===== src/rtl/cpu_pkg.sv =====
// Shared CPU definitions: fetch-unit state encoding, opcode constants and the
// 6502 instruction-length decode used by the fetch unit.
package cpu_pkg;

  localparam int IFU_ADDR_W = 16;

  typedef enum logic [2:0] {
    IFU_IDLE,
    IFU_REQ_OPC,
    IFU_REQ_OP1,
    IFU_REQ_OP2,
    IFU_DONE
  } ifu_state_t;

  localparam logic [7:0] OPC_BRK = 8'h00;
  localparam logic [7:0] OPC_JSR = 8'h20;
  localparam logic [7:0] OPC_RTI = 8'h40;
  localparam logic [7:0] OPC_RTS = 8'h60;

  // Total bytes (opcode + operands) for a 6502 opcode, range 1..3.
  function automatic logic [1:0] instr_length(input logic [7:0] opc);
    if (opc == OPC_BRK || opc == OPC_RTI || opc == OPC_RTS ||
        opc[3:0] == 4'h8 || opc[3:0] == 4'hA)
      return 2'd1;
    else if (opc == OPC_JSR || opc[3:2] == 2'b11 || opc[4:0] == 5'b11001)
      return 2'd3;
    else
      return 2'd2;
  endfunction

endpackage


===== src/rtl/instruction_fetch_unit.sv =====
// Fetches one complete 6502 instruction over a registered req/ack byte interface.
// Optional `IFU_WAIT_TIMEOUT_EN: abort a request after TIMEOUT_CYC unacked cycles.
module instruction_fetch_unit
  import cpu_pkg::*;
#(
  parameter int                ADDR_W      = IFU_ADDR_W,
  parameter logic [ADDR_W-1:0] RESET_PC    = '0,
  parameter int                TIMEOUT_CYC = 16
) (
  input  logic              clk,
  input  logic              reset_n,
  input  logic              fetch_enable,
  input  logic              pc_load,
  input  logic [ADDR_W-1:0] pc_load_value,
  output logic              mem_req,
  output logic [ADDR_W-1:0] mem_addr,
  input  logic              mem_ack,
  input  logic [7:0]        mem_rdata,
  output logic [7:0]        opcode,
  output logic [15:0]       operand,
  output logic [1:0]        instr_len,
  output logic [ADDR_W-1:0] pc,
  output logic              busy,
  output logic              fetch_done,
  output logic              fetch_error
);

  if (TIMEOUT_CYC < 1) begin : g_bad_cfg
    $error("TIMEOUT_CYC must be at least 1");
  end

  ifu_state_t state, state_nx;
  logic       byte_ok;
  logic       timeout;
  logic       req_nx;
  logic [1:0] len_nx;

  // mem_req is only ever high in the REQ_* states, so an ack is meaningful there only.
  assign byte_ok = mem_req & mem_ack;
  assign len_nx  = instr_length(mem_rdata);
  assign req_nx  = (state_nx == IFU_REQ_OPC) || (state_nx == IFU_REQ_OP1) ||
                   (state_nx == IFU_REQ_OP2);

  always_ff @(posedge clk or negedge reset_n) begin
    if (!reset_n) state <= IFU_IDLE;
    else          state <= state_nx;
  end

  always_comb begin
    state_nx = state;
    unique case (state)
      IFU_IDLE:    if (fetch_enable) state_nx = IFU_REQ_OPC;
      IFU_REQ_OPC: if (timeout) state_nx = IFU_DONE;
                   else if (byte_ok) state_nx = (len_nx == 2'd1) ? IFU_DONE : IFU_REQ_OP1;
      IFU_REQ_OP1: if (timeout) state_nx = IFU_DONE;
                   else if (byte_ok) state_nx = (instr_len == 2'd3) ? IFU_REQ_OP2 : IFU_DONE;
      IFU_REQ_OP2: if (timeout || byte_ok) state_nx = IFU_DONE;
      IFU_DONE:    state_nx = IFU_IDLE;
      default:     state_nx = IFU_IDLE;
    endcase
  end

  always_ff @(posedge clk or negedge reset_n) begin
    if (!reset_n) begin
      pc         <= RESET_PC;
      mem_req    <= 1'b0;
      mem_addr   <= RESET_PC;
      opcode     <= '0;
      operand    <= '0;
      instr_len  <= 2'd1;
      busy       <= 1'b0;
      fetch_done <= 1'b0;
    end else begin
      mem_req    <= req_nx;
      busy       <= req_nx;
      fetch_done <= (state == IFU_DONE);
      if (state == IFU_IDLE) begin
        if (pc_load) pc <= pc_load_value;
        if (fetch_enable) mem_addr <= pc_load ? pc_load_value : pc;
      end
      if (byte_ok) begin
        pc       <= pc + 1'b1;
        mem_addr <= mem_addr + 1'b1;
        unique case (state)
          IFU_REQ_OPC: begin
            opcode    <= mem_rdata;
            operand   <= '0;
            instr_len <= len_nx;
          end
          IFU_REQ_OP1: operand[7:0]  <= mem_rdata;
          IFU_REQ_OP2: operand[15:8] <= mem_rdata;
          default: ;
        endcase
      end
    end
  end

`ifdef IFU_WAIT_TIMEOUT_EN
  logic [15:0] wait_cnt;

  assign timeout = mem_req && !mem_ack && (wait_cnt == 16'(TIMEOUT_CYC - 1));

  always_ff @(posedge clk or negedge reset_n) begin
    if (!reset_n) begin
      wait_cnt    <= '0;
      fetch_error <= 1'b0;
    end else begin
      if (state == IFU_IDLE || byte_ok) wait_cnt <= '0;
      else if (mem_req && !mem_ack)     wait_cnt <= wait_cnt + 1'b1;
      if (timeout) fetch_error <= 1'b1;
    end
  end
`else
  assign timeout     = 1'b0;
  assign fetch_error = 1'b0;
`endif

endmodule


===== config.mk =====
export PLATFORM = sky130hd
export DESIGN_NAME = instruction_fetch_unit
export DESIGN_NICKNAME = d
export VERILOG_FILES = /design/src/rtl/cpu_pkg.sv /design/src/rtl/instruction_fetch_unit.sv
export SDC_FILE = /design/constraint.sdc
export NUM_CORES = 1
export LEC_CHECK = 0
export CORE_MARGIN = 4
export CORE_UTILIZATION = 40
export CTS_CLUSTER_DIAMETER = 120
export DETAILED_ROUTE_END_ITERATION = 10
export HOLD_SLACK_MARGIN = 0.06
export PLACE_DENSITY = 0.76
export SLEW_MARGIN = 20
export SYNTH_ARGS = -nofsm -noshare
export SYNTH_HDL_FRONTEND = slang
export SYNTH_SLANG_ARGS = --single-unit

===== constraint.sdc =====
create_clock -name clk -period 1.9 [get_ports clk]
set_input_delay 0.38 -clock clk [delete_from_list [all_inputs] [get_ports clk]]
set_output_delay 0.38 -clock clk [all_outputs]
set_load 0.005 [all_outputs]

After elaboration in Yosys (flattened, before gate mapping)
Index checks and enable logic that the tools add are counted.
{"block": "op_classes", "n_addsub": 2, "n_mul": 0, "div_mod_pow": 0, "n_lt_le_gt_ge": 0, "eq_ne": 16, "shift": 0, "muxes": 17, "n_bitwise": 1, "reduce_logical": 18}
{"operator": "16-bit 2-to-1 mux", "n": 6}
{"operator": "16-bit by 1-bit adder with 16-bit output (second input constant)", "n": 2}
{"operator": "8-bit one-hot mux with 2 select lines", "n": 2}
{"operator": "3-bit 2-to-1 mux", "n": 6}
{"operator": "8-bit by 7-bit == test with 1-bit output (second input constant)", "n": 2}
{"operator": "3-bit by 2-bit == test with 1-bit output (second input constant)", "n": 4}
{"operator": "3-bit one-hot mux with 4 select lines", "n": 1}
{"operator": "4-bit == test (second input constant)", "n": 2}
{"operator": "8-bit by 6-bit == test with 1-bit output (second input constant)", "n": 1}
{"operator": "8-bit logical NOT", "n": 1}
{"operator": "1-bit logical OR", "n": 8}
{"operator": "2-bit AND reduction", "n": 4}
{"operator": "2-bit nonzero test", "n": 4}
{"operator": "3-bit by 1-bit == test with 1-bit output (second input constant)", "n": 2}
{"operator": "5-bit == test (second input constant)", "n": 1}
{"operator": "2-bit == test (second input constant)", "n": 2}
{"operator": "3-bit == test (second input constant)", "n": 1}
{"operator": "3-bit logical NOT", "n": 1}
{"operator": "2-bit by 1-bit == test with 1-bit output (second input constant)", "n": 1}
{"operator": "2-bit 2-to-1 mux", "n": 1}
{"operator": "1-bit AND", "n": 1}
{"operator": "1-bit 2-to-1 mux", "n": 1}
{"block": "totals", "ff_bits": 63, "latch_bits": 0, "ram_bits": 0, "mem_bits_ro": 0, "inputBits": 29, "out_inout_bits": 62, "mem_count": 0}

Logic depth before layout (Yosys ltp)
{"block": "depth", "depth_word": 13, "ltp_mapped": 7, "depth_no_buf": 5}

Least setup slack after synthesis
Ideal clock, no wire load.
{"block": "synth_timing", "path_type": "register -> register", "startpoint": "reg state[1]", "endpoint": "reg mem_addr[15]", "setup_time_ns": 0.126, "arrival_time_ns": 1.560, "setup_slack_ns": 0.214, "stages_incl_launch_ff": 6, "path_buffers": 1, "synth_period_minus_slack_ns": 1.686, "cell_sequence": "dfrtp_1 > or4b_1 > buf_6 > nand2_4 > nand4_1 > a311o_1"}
{"block": "synth_via", "elab_chain_cells": 3}
{"element": "from (decl)", "line": "instruction_fetch_unit.sv:32", "text": "ifu_state_t state, state_nx;"}
{"element": "from (signal assigned)", "line": "instruction_fetch_unit.sv:46", "text": "else state <= state_nx;"}
{"element": "3-bit logical NOT", "line": "instruction_fetch_unit.sv:77", "text": "if (state == IFU_IDLE) begin"}
{"element": "2-bit nonzero test (no line)"}
{"element": "2-bit AND reduction (no line)"}
{"element": "to (signal assigned)", "line": "instruction_fetch_unit.sv:79", "text": "if (fetch_enable) mem_addr <= pc_load ? pc_load_value : pc;"}
{"element": "to (signal assigned)", "line": "instruction_fetch_unit.sv:83", "text": "mem_addr <= mem_addr + 1'b1;"}
{"element": "to (decl)", "line": "instruction_fetch_unit.sv:16", "text": "output logic [ADDR_W-1:0] mem_addr,"}
No other way between the ends.
A chain may end at the register's enable or synchronous reset.

Worst setup path in the final report
{"block": "layout_timing", "startpoint": "reg instr_len[0]", "endpoint": "out instr_len[0]"}
{"element": "from (decl)", "line": "instruction_fetch_unit.sv:21", "text": "output logic [1:0] instr_len,"}
{"element": "from (signal assigned)", "line": "instruction_fetch_unit.sv:88", "text": "instr_len <= len_nx;"}
No word-level cell between the ends.

==> run_results.csv <==
group,metric,value,unit
setup_path,required,1.52,ns
layout,drive_above_1_share,19.85,%
synthesis,synth_seq_cells,63,
power_and_ir_drop,power_density,1574,nW/um2
detailed_routing,num_vias,3700,
power_and_ir_drop,pwr-share-seq,31.3,%
clock_network,clock_tree.root_cell,"clkbuf_8",
floorplanning,die_w,102.1,um
floorplanning,die_h,102.1,um
sta,timing.fmax,0.5450,GHz
setup_path,worst-path-buf-inv,1,
detailed_routing,first_pass_iters,7,
clock_network,clk_latency,0.35,ns
power_and_ir_drop,power.switching,3.199,mW
global_route,antenna_found_initial,0,
placement,hpwl,8.622,mm
detailed_routing,antenna_left,0,
power_and_ir_drop,ir_worst_vdd,0.9132,mV
setup_path,reg2reg_depth,5,
sta,final_max_slew_viol_count,0,
setup_path,worstPathArrival,1.45,ns
synthesis,synthArstFlopShare,100.0,%
setup_path,cp-end-kind,"output port",
power_and_ir_drop,intPower,5.035,mW
layout,syn2layout_area_growth,47.62,%
floorplanning,initial_core_util,40.84,%
global_route,grt_use_total,22.84,%
setup_path,path_depth,1,
setup_path,crit_path_top_delay_cell,"dfstp_2",
synthesis,synth_area_leaders,"dfrtp_1 44%, nand2_1 4.8%, mux2i_1 4.2%, nor2_1 3.4%, o21ai_0 3.0%",
synthesis,synthTopCellsByCount,"62 x dfrtp_1, 45 x nand2_1, 32 x nor2_1",
global_route,grt_max_degree,50,
setup_path,start_kind,"register",
clock_network,cts-root-to-sink-buffers,2,
synthesis,ys_types,60,
placement,io_buffers,89,
clock_network,cts.sinks,63,
power_and_ir_drop,p_sw_share,38.85,%
detailed_routing,wl_per_cell,17.81,um
synthesis,syn-num-nets,413,
synthesis,synth-simple-area-share,21.81,%
clock_network,numCtsBuffers,9,
setup_path,crit_family,"flip-flops",
global_route,grt-ovfl-total,0,
synthesis,synth-edff-count,0,
sta,finalClockSkew,0.01810,ns
hold_path,hold_class,"input port to asynchronous set/reset pin",
clock_network,cts_setup_buffers,0,
synthesis,netlist_instances,382,
clock_network,clk_pin_slew,0.08,ns
synthesis,yosys_warnings,0,
floorplanning,core_area,8678,um2
synthesis,synth_compound_area_share,21.71,%
synthesis,synth_fa_ha_area_share,0.7060,%
setup_path,crit_type,"register to output port",
synthesis,synth_area,3545,um2
detailed_routing,via_per_inst,5.763,
detailed_routing,wl,11.44,mm
detailed_routing,drt_iter0_drc,237,
synthesis,ys.flop_type,"dfrtp_1",
power_and_ir_drop,power,8.234,mW
placement,place_congestion,0.8651,
layout,final_cells,642,
synthesis,yosysTopAreaCellShare,43.77,%
synthesis,synth_xor_area_share,0,%
clock_network,cts_tree,"done",
global_route,grt_pass1_wl,18.65,mm
sta,hold_viol,0,
synthesis,yosysTopAreaCell,"dfrtp_1",
synthesis,synthMostInstantiatedCell,"dfrtp_1",
synthesis,avgSynthCellArea,9.279,um2
detailed_routing,route.detailed.drc,0,
power_and_ir_drop,p_clk_share,16.4,%
synthesis,synth_top_family_by_area,"simple AND/OR/NAND/NOR gates",
status,outcome,"complete, no violations",
placement,placed_area,4979,um2
layout,fin_area,5233,um2
synthesis,ys_seq_area_share,44.51,%
layout,fill_cells,764,
clock_network,cts_max_level,3,
sta,fin_crit,1.835,ns
setup_path,crit_path_cell_trace,"clkdlybuf4s50_1",
setup_path,path_max_fanout,4,
power_and_ir_drop,p_comb_share,52.3,%
setup_path,startpoint,"instr_len[0]",
sta,finalCritPeriodShare,96.58,%
synthesis,muxShareOfSynthArea,7.095,%
layout,antenna_cells,0,
global_route,grt_pass1_vias,3737,
sta,finalSetupViolCount,0,
sta,grt_setup_unrepaired,"false",
placement,dp.cells,625,
run,maxCapViolations,0,
floorplanning,die-area,10430,um2
power_and_ir_drop,p_leak,2.217,nW
setup_path,r2r-start,"state[2]",
floorplanning,placementRows,34,
layout,nets,560,
setup_path,critPathMaxStageDelay,0.57,ns
floorplanning,num_io_pins,91,
## power by group through the flow
stage / Sequential, mW / Combinational (mW) / Clock (mW)
6_report: 2.58 / 4.30 / 1.35
5_1_grt: 2.67 / 4.71 / 1.45
4_1_cts: 2.55 / 4.29 / 1.38
3_5_place_dp: 2.57 / 4.25 / 0
3_3_place_gp: 2.55 / 4.19 / 0
2_1_floorplan: 2.51 / 1.99 / 0
## registers in the layout, summed over array words and instances, names as in the netlist
| name | cells |
|---|---|
| fetch_done | 1 |
| busy | 1 |
| pc | 16 |
| state | 3 |
| operand | 16 |
| opcode | 8 |
| mem_addr | 16 |
| instr_len | 2 |
## through the flow
stage / setup slack (ns) / utilization [%] / hold WS (ns) / setup TNS [ns]
2_1_floorplan: 0.2137 / - / 0.08441 / 0
3_3_place_gp: -0.2144 / 57.37 / 0.3212 / -4.261
3_5_place_dp: -0.2247 / 57.37 / 0.3266 / -4.691
4_1_cts: 0.05459 / 60.09 / 0.4869 / 0
5_1_grt: 0.003554 / 60.29 / 0.5053 / 0
6_report: 0.06507 / 60.29 / 0.4781 / 0
## path summary, 6_finish.rpt
path                                      to  slack (ns)
worst max-delay path            instr_len[0]        0.07
worst min-delay path            mem_addr[12]        0.48
worst max register to register  mem_addr[15]        0.10
max in group asynchronous       instr_len[0]        0.77
worst min register to register   operand[15]        0.49
min in group clk                 operand[15]        0.49
## kinds of logic after synthesis
family | after synthesis
mux | 24
fa+ha+maj | 2
compound gates | 110
buf+inv | 30
simple gates | 152
flops | 63
other cells | 1
## per-layer routing
| metal | part of all wire [%] | global-route usage, % | wire (um) | vias to the layer above |
|---|---|---|---|---|
| met2 | 49 | 37.63 | 5584 | 179 |
| met4 | 1.9 | 8.981 | 214 | 0 |
| met5 | 0 | 0 | 0 | - |
| met1 | 41 | 29.67 | 4684 | 1761 |
| met3 | 8.3 | 4.437 | 953 | 22 |
| li1 | - | - | - | 1738 |
## cells in the final DEF, fill, tap and decap left out, drive strengths merged, types with 3 or more instances in the layout
cell type      synthesis  routed
o21ai                 21      21
a211oi                10      10
nor2                  33      33
mux2i                 15      15
and4                   3       3
o2bb2ai                8       8
nor2b                 10      10
and3                   8       8
a311oi                 5       5
clkdlybuf4s50          0      88
o22ai                  3       3
inv                    7      10
buf                   14      70
nand2                 46      46
o21a                   5       5
nand4                  7       7
mux2                   9       9
a31oi                 10      10
dfrtp                 62      62
nor4                   6       6
nor3                  16      16
clkbuf                 9       9
nand3                 11      11
a21oi                 20      20
o311a                  4       4
## cell type report
class | instances | area (um2) | area share (%)
flip-flops and latches | 63 | 1579 | 30.18
clock buffers | 9 | 123.9 | 2.367
inverters | 7 | 26.28 | 0.5022
well taps | 108 | 135.1 | 2.583
clock inverters | 7 | 102.6 | 1.961
multi-input cells | 289 | 1839 | 35.15
repair buffers | 159 | 1426 | 27.26
## repair_timing
item / CTS / global route
endpoints found under the setup margin: 0 / 3
endpoints found under the hold margin: 14 / 0
hold buffers: 1 / 0
gates resized for setup: 0 / 4
No activity file was read; power rests on OpenSTA's default activity.
